===== src/rtl/seq_detector_mealy.sv =====
// seq_detector_mealy: Mealy serial-pattern detector with a run-time reloadable pattern,
// overlapping/non-overlapping matching and a saturating match counter.
module seq_detector_mealy #(
  parameter int PATTERN_W = 4,
  parameter logic [PATTERN_W-1:0] DEFAULT_PATTERN = 4'b1011,
  parameter int COUNT_W = 8
) (
  input  logic                 clk,
  input  logic                 reset_n,
  input  logic                 en,
  input  logic                 a,
  input  logic                 overlap,
  input  logic                 cfg_load,
  input  logic [PATTERN_W-1:0] pattern_in,
  input  logic                 clr_count,
  output logic                 y,
  output logic [COUNT_W-1:0]   match_count,
  output logic                 count_sat,
  output logic [PATTERN_W-1:0] pattern_q
);
  localparam int FW = $clog2(PATTERN_W);
  localparam logic [FW-1:0] FULL = FW'(PATTERN_W - 1);
  logic [PATTERN_W-2:0] hist, hist_d;
  logic [FW-1:0]        fill, fill_d;
  logic [PATTERN_W-1:0] pattern_d, win;
  logic [COUNT_W-1:0]   count_d;
  logic                 flush;
  // win is the candidate pattern; its low bits are also the shifted history
  always_comb begin
    win       = {hist, a};
    y         = en && !cfg_load && fill == FULL && win == pattern_q;
    flush     = cfg_load || (y && !overlap);
    pattern_d = cfg_load ? pattern_in : pattern_q;
    hist_d    = flush ? '0 : en ? win[PATTERN_W-2:0] : hist;
    fill_d    = flush ? '0 : (en && fill != FULL) ? fill + 1'b1 : fill;
    count_d   = clr_count ? '0 : (y && !(&match_count)) ? match_count + 1'b1 : match_count;
  end
  always_ff @(posedge clk or negedge reset_n) begin
    if (!reset_n) begin
      hist        <= '0;
      fill        <= '0;
      pattern_q   <= DEFAULT_PATTERN;
      match_count <= '0;
      count_sat   <= 1'b0;
    end else begin
      hist        <= hist_d;
      fill        <= fill_d;
      pattern_q   <= pattern_d;
      match_count <= count_d;
      count_sat   <= &count_d;
    end
  end
endmodule


===== config.mk =====
export PLATFORM = sky130hd
export DESIGN_NAME = seq_detector_mealy
export DESIGN_NICKNAME = d
export VERILOG_FILES = /design/src/rtl/seq_detector_mealy.sv
export SDC_FILE = /design/constraint.sdc
export NUM_CORES = 1
export LEC_CHECK = 0
export BUFFER_PORTS_ARGS = -buffer_cell sky130_fd_sc_hd__buf_2
export CORE_MARGIN = 5
export CORE_UTILIZATION = 55
export DETAILED_ROUTE_END_ITERATION = 8
export PLACE_DENSITY_LB_ADDON = 0.08
export SETUP_SLACK_MARGIN = 0.1
export SLEW_MARGIN = 20
export SYNTH_ARGS = -nofsm -noshare
export SYNTH_HDL_FRONTEND = slang
export SYNTH_SLANG_ARGS = --single-unit

===== constraint.sdc =====
create_clock -name clk -period 3.2 [get_ports clk]
set_input_delay 0.48 -clock clk [delete_from_list [all_inputs] [get_ports clk]]
set_output_delay 0.48 -clock clk [all_outputs]
set_load 0.05 [all_outputs]

==> impl_metrics.tcl <==
set metrics [dict create \
    status "completed" \
    rsz_0062_raised_after_global_routing "false" \
    vdd.ir_drop.worst_mv 0.270 \
    post-cts-setup-buffers 0 \
    cts.root.buffer_cell "sky130_fd_sc_hd__clkbuf_4" \
    syn_area_per_cell_um2 10.4 \
    critical_path.endpoint "y" \
    setup_viol_count_final 0 \
    clock_insertion_delay_worst_skew_ps 290 \
    antennaDiodeCount 0 \
    detailedPlace.worstSlack_ps 792 \
    gr-usage-all-layers 0.182 \
    dieArea_mm2 0.00281 \
    drc 0 \
    worstSetupStartpoint "pattern_q[1]" \
    largest_buffer_count_on_any_clock_path 2 \
    n_fill_cell 148 \
    htree_num_levels 1 \
    drv_cap 0 \
    worst_slew_margin_rel 0.545 \
    max_freq_ghz 0.414 \
    netlist_area_mm2 0.00102 \
    detailroute.via_count 858 \
    synth_enable_flop_cells 0 \
    grt_pass1_wl_um 3660 \
    worst-setup-path-type "flip-flop to output pin" \
    drtAntennaViolNets 0 \
    postPlaceCellArea_mm2 0.00115 \
    die_span_in_x_um 53.0 \
    mappedNetlistNets 111 \
    hp-class "input port to asynchronous set/reset pin" \
    synth_ff_type "sky130_fd_sc_hd__dfrtp_1" \
    place.detailed.hpwl_um 1580 \
    fin_cells 146 \
    core-area_mm2 0.00175 \
    finalWorstSetupSlack_ps 783 \
    synthesis.yosys.warnings 0 \
    drive_gt1_frac 0.322 \
    detailedRoute.firstIterationViolations 37 \
    leakage_power_summed_over_all_cells_nw 0.549 \
    final-max-slew-violation-count 0 \
    cp.required_ps 2720 \
    syn-instance-count 98 \
    grt_pass1_vias 813 \
    worst_r2r_endpoint "count_sat" \
    area_added_between_synthesis_and_finish_pct 15.6 \
    power_per_cell_area_mw_per_mm2 374 \
    hold_slack_ps 104 \
    floorplan.initialDensity 0.582 \
    fin_skew_ps 3.15 \
    critical_path.reg2reg.startpoint "pattern_q[1]" \
    synth.ff_latch_count 18 \
    globalRouteOverflowTotal 0 \
    grt_start_max_net_pins 19 \
    cts_tree "done" \
    rows 15 \
    worstRegToRegCells 5 \
    routabilityCongestion 0.869 \
    ys_types 34 \
    postSynth.asyncResetShare 1.00 \
    sort_of_element_at_the_start_of_the_critical_path "flip-flop" \
    worst_setup_slack_for_register_to_register_paths_ps 860 \
    via_per_inst 5.88 \
    timing.setup.tns_ps 0 \
    synth_seq_area_share 0.447 \
    ios 25 \
    min_period_ps 2420 \
    clock_sinks 18 \
    clk_slew_on_worst_s_h_paths_ps 100 \
    grt_antenna_before_repair 0 \
    chipHeight_um 53.0 \
    worstMarginPinSlew_ps 677 \
    tritoncts.num_buffers 3 \
    final.period_utilization 0.755 \
    post_cts_resized 0 \
    first_pass_iters 4 \
    post-place-cells 142 \
    worstSetupEndpointType "output pin" \
    report.final.hold_viol_count 0 \
    postLayoutCellArea_mm2 0.00117 \
    crit_arrival_ps 1940 \
    final_core_util 0.673 \
    port_buffers 24 \
    wl_um 2130 \
    net_count_final 135 \
    wl_per_cell_um 14.6 \
    path_max_fanout 15 \
    holdBufCountCts 0 \
    total_power_uw 439 \
]
-- report_power, final --
part / internal (mW) / switching [mW]
clock network: 0.0484 / 0.0693
registers: 0.239 / 0.00817
logic: 0.0257 / 0.0481
total: 0.314 / 0.126
-- state kept, by name, summed over array words and instances, names as in the netlist --
register / cells
fill: 2
pattern_q: 4
hist: 3
count_sat: 1
match_count: 8
-- cell type report --
cell class,count,area [µm²],share of cell area
multi-input cells,72,532,0.453
flip-flops and latches,18,454,0.387
repair buffers,24,120,0.102
well taps,25,31.3,0.0266
clock buffers,4,26.3,0.0224
inverters,3,11.3,0.00958
-- metal layers --
metal	global-route usage	up-vias	wire, µm
met5	0	-	0
met4	0.0851	0	45
met3	0.0338	6	141
met2	0.279	31	977
met1	0.245	411	963
li1	-	410	-
-- how the worst min path moves through the flow --
stage / start / endpoint / slack (ps)
2_1_floorplan: reset_n / count_sat / 180
3_3_place_gp: reset_n / fill[0] / 430
3_5_place_dp: reset_n / fill[0] / 440
4_1_cts: reset_n / match_count[7] / 110
5_1_grt: reset_n / match_count[7] / 120
6_report: reset_n / match_count[7] / 100
-- Yosys cell counts (all sizes together) (3+ instances only) --
cell type  number  area [µm²]
dfrtp          15         375
nor3            3        15.0
o31ai           4        30.0
a21oi           4        20.0
nand3           4        20.0
clkbuf          4        15.0
and3            4        25.0
nand4           3        18.8
xnor2           7        68.8
or4             4        33.8
nor2           10        37.5
dfstp           3        78.8
mux2i           5        50.1
mux2            4        45.0
inv             3        11.3
-- cells by family after synthesis --
logic type               after synthesis  share of synthesized area
AO/OA/AOI/OAI                         15                      0.117
XOR/XNOR                               8                     0.0764
adder cells (fa/ha/maj)                2                     0.0246
buffers and inverters                  8                     0.0295
flip-flops                            18                      0.447
multiplexers                           9                     0.0936
AND/OR/NAND/NOR                       38                      0.212
-- critical path, cell delays in order (launching register included) --
cell and delay (ps):
sky130_fd_sc_hd__dfstp_2 560, sky130_fd_sc_hd__xnor2_1 130, sky130_fd_sc_hd__nand3_1 380, sky130_fd_sc_hd__nor2_1 290, sky130_fd_sc_hd__buf_2 300
-- cell usage in the layout (no fill, tap or decap), types with 4 or more instances in the layout --
cell / n
sky130_fd_sc_hd__xnor2_1: 6
sky130_fd_sc_hd__mux2_2: 4
sky130_fd_sc_hd__and3_1: 4
sky130_fd_sc_hd__buf_2: 24
sky130_fd_sc_hd__mux2i_1: 5
sky130_fd_sc_hd__dfrtp_1: 15
sky130_fd_sc_hd__nand3_1: 4
sky130_fd_sc_hd__o31ai_1: 4
sky130_fd_sc_hd__a21oi_1: 4
sky130_fd_sc_hd__nor2_1: 10
Note: power is estimated with default switching activity, not from simulation.
